## src/rtl/div_seq_pkg.sv

```systemverilog
// div_seq_pkg: shared types and constants for the division control sequencer.
//   state_t   : sequencer states, one clock each
//   SH_*      : shift-control codes for the accumulator halves
//   ctrl_t    : datapath control word driven while in a given state
//   ctrl_of() : state -> control-word decode
package div_seq_pkg;

    typedef enum logic [2:0] {
        IDLE    = 3'd0,
        LOAD_AH = 3'd1,
        LOAD_AL = 3'd2,
        CLR_AH  = 3'd3,
        SHIFT   = 3'd4,
        DIV     = 3'd5,
        FIX     = 3'd6,
        DONE    = 3'd7
    } state_t;

    localparam logic [1:0] SH_HOLD = 2'b00;
    localparam logic [1:0] SH_LEFT = 2'b10;
    localparam logic [1:0] SH_LOAD = 2'b11;

    typedef struct packed {
        logic       ah_reset;
        logic       ah_inen;
        logic [1:0] hs;
        logic [1:0] ls;
        logic       s_div;
        logic       acc_oen;
    } ctrl_t;

    localparam ctrl_t CTRL_NONE = '{1'b0, 1'b0, SH_HOLD, SH_HOLD, 1'b0, 1'b0};

    // Control word for each state; anything not listed stays at CTRL_NONE.
    function automatic ctrl_t ctrl_of(input state_t st);
        ctrl_t c;
        c = CTRL_NONE;
        case (st)
            IDLE: begin
                c = CTRL_NONE;
            end
            LOAD_AH: begin
                c.ah_inen = 1'b1;
                c.hs      = SH_LOAD;
            end
            LOAD_AL: begin
                c.ls = SH_LOAD;
            end
            CLR_AH: begin
                c.ah_reset = 1'b1;
            end
            SHIFT: begin
                c.hs = SH_LEFT;
                c.ls = SH_LEFT;
            end
            DIV: begin
                c.hs    = SH_LOAD;
                c.s_div = 1'b1;
            end
            FIX: begin
                c.ls = SH_LEFT;
            end
            DONE: begin
                c.acc_oen = 1'b1;
            end
            default: begin
                c = CTRL_NONE;
            end
        endcase
        return c;
    endfunction

endpackage

```

## src/rtl/div_iter_cnt.sv

```systemverilog
// div_iter_cnt: iteration counter for the shift/divide loop.
//   clk   : rising-edge clock
//   clr   : synchronous active-high reset, highest priority
//   clear : return count to zero (start of the loop)
//   inc   : advance by one (end of each divide step)
//   last  : count has reached N_BITS-1, i.e. the current step is the final one
module div_iter_cnt
    import div_seq_pkg::*;
#(
    parameter int N_BITS = 4
) (
    input  logic clk,
    input  logic clr,
    input  logic clear,
    input  logic inc,
    output logic last
);

    // Wide enough to hold N_BITS itself, so the final increment never wraps.
    localparam int CNT_W = $clog2(N_BITS + 1);

    logic [CNT_W-1:0] cnt_r;

    // Count register: reset/clear to zero, otherwise step on inc.
    always_ff @(posedge clk) begin
        if (clr) begin
            cnt_r <= {CNT_W{1'b0}};
        end else if (clear) begin
            cnt_r <= {CNT_W{1'b0}};
        end else if (inc) begin
            cnt_r <= cnt_r + CNT_W'(1'b1);
        end else begin
            cnt_r <= cnt_r;
        end
    end

    assign last = (cnt_r == CNT_W'(N_BITS - 1));

endmodule

```

## src/rtl/div_sequencer.sv

```systemverilog
// div_sequencer: Moore FSM issuing the restoring-division control words to
// the accumulator/ALU datapath.
//   clk      : rising-edge clock
//   clr      : synchronous active-high reset, forces IDLE and all outputs 0
//   start    : request a division (only looked at in IDLE)
//   breg_in  : divisor, checked for zero when start is accepted
//   busy     : sequencer is not idle
//   done     : one-cycle completion pulse
//   err      : divide-by-zero flag, held until the next accepted start
//   ah_reset, ah_inen, hs, ls, s_div, acc_oen : datapath control word
// All outputs are registered and decoded from the state being entered, so
// they line up exactly with the state register.
module div_sequencer
    import div_seq_pkg::*;
#(
    parameter int N_BITS = 4
) (
    input  logic              clk,
    input  logic              clr,
    input  logic              start,
    input  logic [N_BITS-1:0] breg_in,
    output logic              busy,
    output logic              done,
    output logic              err,
    output logic              ah_reset,
    output logic              ah_inen,
    output logic [1:0]        hs,
    output logic [1:0]        ls,
    output logic              s_div,
    output logic              acc_oen
);

    state_t state_r;
    state_t next_state_s;
    ctrl_t  ctrl_r;
    logic   busy_r;
    logic   done_r;
    logic   err_r;
    logic   err_next_s;
    logic   cnt_clear_s;
    logic   cnt_inc_s;
    logic   cnt_last_s;

    assign cnt_clear_s = (state_r == CLR_AH);
    assign cnt_inc_s   = (state_r == DIV);

    div_iter_cnt #(
        .N_BITS (N_BITS)
    ) u_iter_cnt (
        .clk   (clk),
        .clr   (clr),
        .clear (cnt_clear_s),
        .inc   (cnt_inc_s),
        .last  (cnt_last_s)
    );

    // Next-state and divide-by-zero flag decode.
    always_comb begin
        next_state_s = state_r;
        err_next_s   = err_r;
        case (state_r)
            IDLE: begin
                if (start) begin
                    // The divisor is judged once, here; later changes are ignored.
                    if (breg_in == {N_BITS{1'b0}}) begin
                        next_state_s = DONE;
                        err_next_s   = 1'b1;
                    end else begin
                        next_state_s = LOAD_AH;
                        err_next_s   = 1'b0;
                    end
                end else begin
                    next_state_s = IDLE;
                end
            end
            LOAD_AH: next_state_s = LOAD_AL;
            LOAD_AL: next_state_s = CLR_AH;
            CLR_AH:  next_state_s = SHIFT;
            SHIFT:   next_state_s = DIV;
            DIV: begin
                if (cnt_last_s) begin
                    next_state_s = FIX;
                end else begin
                    next_state_s = SHIFT;
                end
            end
            FIX:     next_state_s = DONE;
            DONE:    next_state_s = IDLE;
            default: next_state_s = IDLE;
        endcase
    end

    // State and output registers; outputs follow the state being entered.
    always_ff @(posedge clk) begin
        if (clr) begin
            state_r <= IDLE;
            ctrl_r  <= CTRL_NONE;
            busy_r  <= 1'b0;
            done_r  <= 1'b0;
            err_r   <= 1'b0;
        end else begin
            state_r <= next_state_s;
            ctrl_r  <= ctrl_of(next_state_s);
            busy_r  <= (next_state_s != IDLE);
            done_r  <= (next_state_s == DONE);
            err_r   <= err_next_s;
        end
    end

    assign busy     = busy_r;
    assign done     = done_r;
    assign err      = err_r;
    assign ah_reset = ctrl_r.ah_reset;
    assign ah_inen  = ctrl_r.ah_inen;
    assign hs       = ctrl_r.hs;
    assign ls       = ctrl_r.ls;
    assign s_div    = ctrl_r.s_div;
    assign acc_oen  = ctrl_r.acc_oen;

endmodule
```

## config.mk

```make
export PLATFORM = sky130hd
export DESIGN_NAME = div_sequencer
export DESIGN_NICKNAME = d
export VERILOG_FILES = /design/src/rtl/div_seq_pkg.sv /design/src/rtl/div_iter_cnt.sv /design/src/rtl/div_sequencer.sv
export SDC_FILE = /design/constraint.sdc
export NUM_CORES = 1
export LEC_CHECK = 0
export ABC_AREA = 1
export BUFFER_PORTS_ARGS = -buffer_cell sky130_fd_sc_hd__buf_4
export CAP_MARGIN = 40
export CORE_MARGIN = 2
export CORE_UTILIZATION = 45
export DETAILED_ROUTE_END_ITERATION = 6
export GPL_TIMING_DRIVEN = 0
export PLACE_DENSITY = 0.72
export RECOVER_POWER = 100
export SETUP_SLACK_MARGIN = 0.02
export SLEW_MARGIN = 0
export SYNTH_ARGS = -nofsm -noshare
export SYNTH_HDL_FRONTEND = slang
export SYNTH_SLANG_ARGS = --single-unit
```

## constraint.sdc

```tcl
create_clock -name clk -period 1.6 [get_ports clk]
set_input_delay 0.24 -clock clk [delete_from_list [all_inputs] [get_ports clk]]
set_output_delay 0.24 -clock clk [all_outputs]
set_load 0.03 [all_outputs]
```

Word-level counts from Yosys, hierarchy flattened

Index checks and enable logic that the tools add are counted.

Bitwise gates (word level): 0
Shift operators: 0
Reduce and logical (&&, ||, !) cells: 7
Div/mod/pow operators: 0
Muxes and demuxes: 11
$mul: 0
Add/sub/neg operators: 1
Eq/ne operators: 15
Magnitude comparators: 0

Operator list:

| kind                | number |
|---|---|
| $eq 3x3->1 const B  | 8 |
| $pmux 3 s8          | 1 |
| $eq 3x2->1 const B  | 5 |
| $pmux 2 s2          | 2 |
| $eq 3x1->1 const B  | 2 |
| $mux 3              | 2 |
| $reduce_or 2->1     | 3 |
| $mux 1              | 5 |
| $logic_not 4->1     | 1 |
| $add 3x1->3 const B | 1 |
| $logic_not 3->1     | 1 |
| $reduce_bool 3->1   | 1 |
| $mux 2              | 1 |
| $reduce_and 2->1    | 1 |

Register bits: 17
Word-level logic and storage cells: 45
Bits of input ports: 7
Memory bits (writable): 0
Memories kept: 0
Latch bits: 0
Bits in read-only memories: 0

Longest topological paths before layout

Depth in word-level cells: 7
Gate-level depth with buffers: 8
Mapped depth without buffers: 8

Modules after synthesis

A second synthesis with hierarchy kept.

Cells, all modules: 85
Area total of the unflattened synthesis: 664.4 um2

By module, submodules not included:

| module        | times used | cells an instance | area each (um2) |
|---|---|---|---|
| div_sequencer | 1          | 62                | 509.2 |
| div_iter_cnt  | 1          | 23                | 155.1 |

Least setup slack after synthesis

Ideal clock, no wire load.

Path type: flip-flop to flip-flop
From: register u_iter_cnt.cnt_r[0]
To: register busy_r, in the netlist busy
Path buffers: 0
Required time: 1.479 ns
Period minus slack after synthesis: 1.306 ns
Arrival: 1.185 ns
Setup time: 0.121 ns
Slack: 0.294 ns
Stages on the path, launching flop included: 9
Cells stage by stage: dfxtp_1 > ha_1 > ha_1 > inv_1 > nand2_1 > a21oi_1 > nand2_4 > nand2_4 > nand3_1

Longest elaborated chain between the ends: 4

RTL lines:

| item                   | line                 | RTL |
|---|---|---|
| from (decl)            | div_iter_cnt.sv:22   | `logic [CNT_W-1:0] cnt_r;` |
| from (signal assigned) | div_iter_cnt.sv:27   | `cnt_r <= {CNT_W{1'b0}};` |
| from (signal assigned) | div_iter_cnt.sv:29   | `cnt_r <= {CNT_W{1'b0}};` |
| from (signal assigned) | div_iter_cnt.sv:31   | `cnt_r <= cnt_r + CNT_W'(1'b1);` |
| $eq 3x2->1             | div_iter_cnt.sv:37   | `assign last = (cnt_r == CNT_W'(N_BITS - 1));` |
| $mux 2                 | div_sequencer.sv:81  | `if (cnt_last_s) begin` |
| $pmux 3 s8             | div_sequencer.sv:61  | `case (state_r)` |
| $reduce_bool 3->1      | div_sequencer.sv:104 | `busy_r <= (next_state_s != IDLE);` |
| to (signal assigned)   | div_sequencer.sv:104 |  |
| to (decl)              | div_sequencer.sv:36  | `logic busy_r;` |

No other way between the ends.
A chain may end at the register's enable or synchronous reset.

Worst setup path after layout

From: register u_iter_cnt.cnt_r[0]
To: register ctrl_r (netlist bit ls[1])

Longest elaborated chain between the ends: 6
Elaborated cells between the ends (all ways): 8
Those cells by class: eq/ne (4); mux (3); reduce/logical (1)

RTL lines:

| item                             | line                 | RTL |
|---|---|---|
| $eq 3x2->1 (*)                   | div_iter_cnt.sv:37   |  |
| $mux 2 (*)                       | div_sequencer.sv:81  |  |
| $pmux 3 s8 (*)                   | div_sequencer.sv:61  |  |
| $eq 3x3->1                       | div_seq_pkg.sv:38    | `case (st)` |
| $reduce_or 2->1 (no source line) | --                   |  |
| $pmux 2 s2 (*)                   | div_seq_pkg.sv:38    |  |
| to (signal assigned)             | div_sequencer.sv:103 | `ctrl_r <= ctrl_of(next_state_s);` |
| to (decl)                        | div_sequencer.sv:35  | `ctrl_t ctrl_r;` |

Every way passes the cells marked *; elsewhere a longest branch is shown, timed or not.

==> flow_summary.toml <==
[place]
dp_cells = 110
dp_hpwl_um = 862
gp_congestion = 0.735
portBuffers = 17

[die]
core_area_um2 = 1350
die_x_um = 42.5
dieArea_um2 = 1810
floorplan.initialDensity_pct = 49.4
die_h_um = 42.5
io-pin-count = 18
row_count = 13

[grt]
track_usage_pct = 14.4
gr-total-overflow = 0
antenna_found_initial = 0
grt_pass1_vias = 509
grt_pass1_wl_um = 1960
grt_max_degree = 10

[power_and_ir_drop]
p_leak_nw = 0.391
ir_drop_mv = 0.770
power_density_nw_per_um2 = 1130

[route]
drt_iter0_markers = 3
antenna_left = 0
wl_per_cell_um = 9.64
vias = 521
vias_per_cell = 4.57
drc = 0
drtPass1Iterations = 4
finalWirelength_um = 1100

[hold_path]
min-delay-path-class = "in2reg"

[logic_synthesis]
yosysWarnings = 0
yosysSeqAreaShare_pct = 48.0
syn_avg_cell_area_um2 = 8.55
muxShareOfSynthArea_pct = 0
synth_area_leaders = "dfxtp_1 48%, inv_1 7.9%, nand2_1 6.8%"
synth_compound_area_share_pct = 6.94
yosysTopAreaCell = "dfxtp_1"
synth_cell_type_count = 18
synth_edf_count = 0
syn_inst = 78
synthFlopType = "dfxtp_1"
synth_fa_ha_area_share_pct = 3.75
synth_fp_nets = 87
synth-simple-area-share_pct = 31.7
synth_top_area_share_pct = 48.0
yosys.area_share.xor_xnor_pct = 0
netlist_area_um2 = 667
synth_top_family_by_area = "simple AND/OR/NAND/NOR gates"
ys_ff_latch = 16
synthArstFlopShare_pct = 0

[worst_setup_path]
critical_path_class = "reg2reg"
path_max_fanout = 5
required_ps = 1770
arrival_ps = 1550
cp-end-kind = "flip-flop"
critPathLaunchType = "flip-flop"

[timing]
final-setup-viol-count = 0
relSlewSlack_pct = 75.3
rsz0062_at_grt = "false"
slew_viol_final = 0
fin_crit_sh_pct = 86.1
hold_viol = 0
tns_ps = 0
fin_crit_ps = 1380
tightest_slew_ps = 372
clock.fmax_mhz = 726
hold_ws_ps = 140
finClkSkew_ps = 1.60

[clock_tree]
clock-sinks = 16
holdBufCountCts = 0
cts_inserted_buffers = 3
clk_latency_ps = 280
clockBufferDepth = 2
cts-root-buf = "clkbuf_4"
clk_pin_slew_worst_paths_ps = 90
cts_resized = 0
cts_tree = "done"
h-tree-depth = 1
post-cts-setup-buffer-count = 0

[flow_run]
cap_viol_max_count = 0

[layout]
nets = 109
syn_to_final_growth_pct = 15.0
antenna_cells = 0
drive_gt1_share_pct = 15.2
fin_cells = 114

[outcome]
status = "complete, no violations"
## cells by family (layout without fill, tap and decap cells)
| group | count (synthesis) | in the layout |
|---|---|---|
| and+or+nand+nor | 36 | 36 |
| buffers and inverters | 16 | 37 |
| AOI/OAI and AO/OA | 8 | 8 |
| DFF | 16 | 16 |
| adders and majority gates | 2 | 2 |
## path summary, 6_finish.rpt
kind                            depth (start not counted)             endpoint  slack (ps)                 from
worst max-delay path                                    8                ls[1]         220  u_iter_cnt.cnt_r[0]
worst min-delay path                                    2                  err         140                  clr
worst max register to register                          8                ls[1]         220  u_iter_cnt.cnt_r[0]
worst min register to register                          2  u_iter_cnt.cnt_r[1]         470  u_iter_cnt.cnt_r[1]
## cells in the mapped netlist (2+ instances only)
cell	instances
nor2_1	7
nand2_4	4
nand2_1	12
ha_1	2
nand3_1	3
nor2_4	2
nor4_1	2
a21oi_1	5
dfxtp_1	16
nor3_2	2
nand2_2	3
inv_1	14
## per-layer routing
metal	vias up	wire length [um]	track usage (%)
met5	-	0	0
met4	0	12	11.3
met3	2	42	2.59
met2	11	536	24.6
met1	226	506	15.4
li1	282	-	-
## flip-flops by register name (all words and copies together) (netlist names)
register	count
hs	2
state_r	3
ah_inen	1
err	1
s_div	1
acc_oen	1
busy	1
ah_reset	1
ls	2
u_iter_cnt.cnt_r	3
## area by class of cell
class | count | area, um^2
Tap cell | 15 | 18.8
Sequential cell | 16 | 320
Buffer | 1 | 7.51
Fill cell | 146 | 583
Multi-Input combinational cell | 46 | 241
Inverter | 15 | 56.3
Timing Repair Buffer | 17 | 86.3
Clock buffer | 4 | 36.3
## power by group
part           internal, mW  switching, mW
Sequential            0.428         0.0164
Clock                 0.139          0.126
Combinational        0.0445          0.113
## placed cells by master (no fill, tap or decap), types with 3 or more instances in the layout
cell	count
a21oi_1	6
nand2_4	3
clkbuf_4	3
dfxtp_1	16
nand3_1	3
nor2_1	9
buf_4	7
clkbuf_1	11
nand2_1	15
inv_1	15
## critical path, cell delays in order (launching register included)
cell     delay [ps]
dfxtp_1         330
ha_1            200
ha_1            170
inv_1            50
nand2_1          40
a21oi_1         220
nand2_4         100
nand2_4          80
a21oi_1          60
## metrics by stage
step / utilization (%) / setup WS [ps] / power [mW] / instance area (um^2)
after detailed placement: 60.2 / 209 / 0.654 / 813
final: 56.8 / 223 / 0.867 / 767
after global routing: 56.8 / 81.4 / 0.911 / 767
after global placement: 60.2 / 225 / 0.650 / 813
after CTS: 62.9 / 197 / 0.920 / 850
after floorplan: - / 294 / 0.590 / 667
No activity file was read; power rests on OpenSTA's default activity.
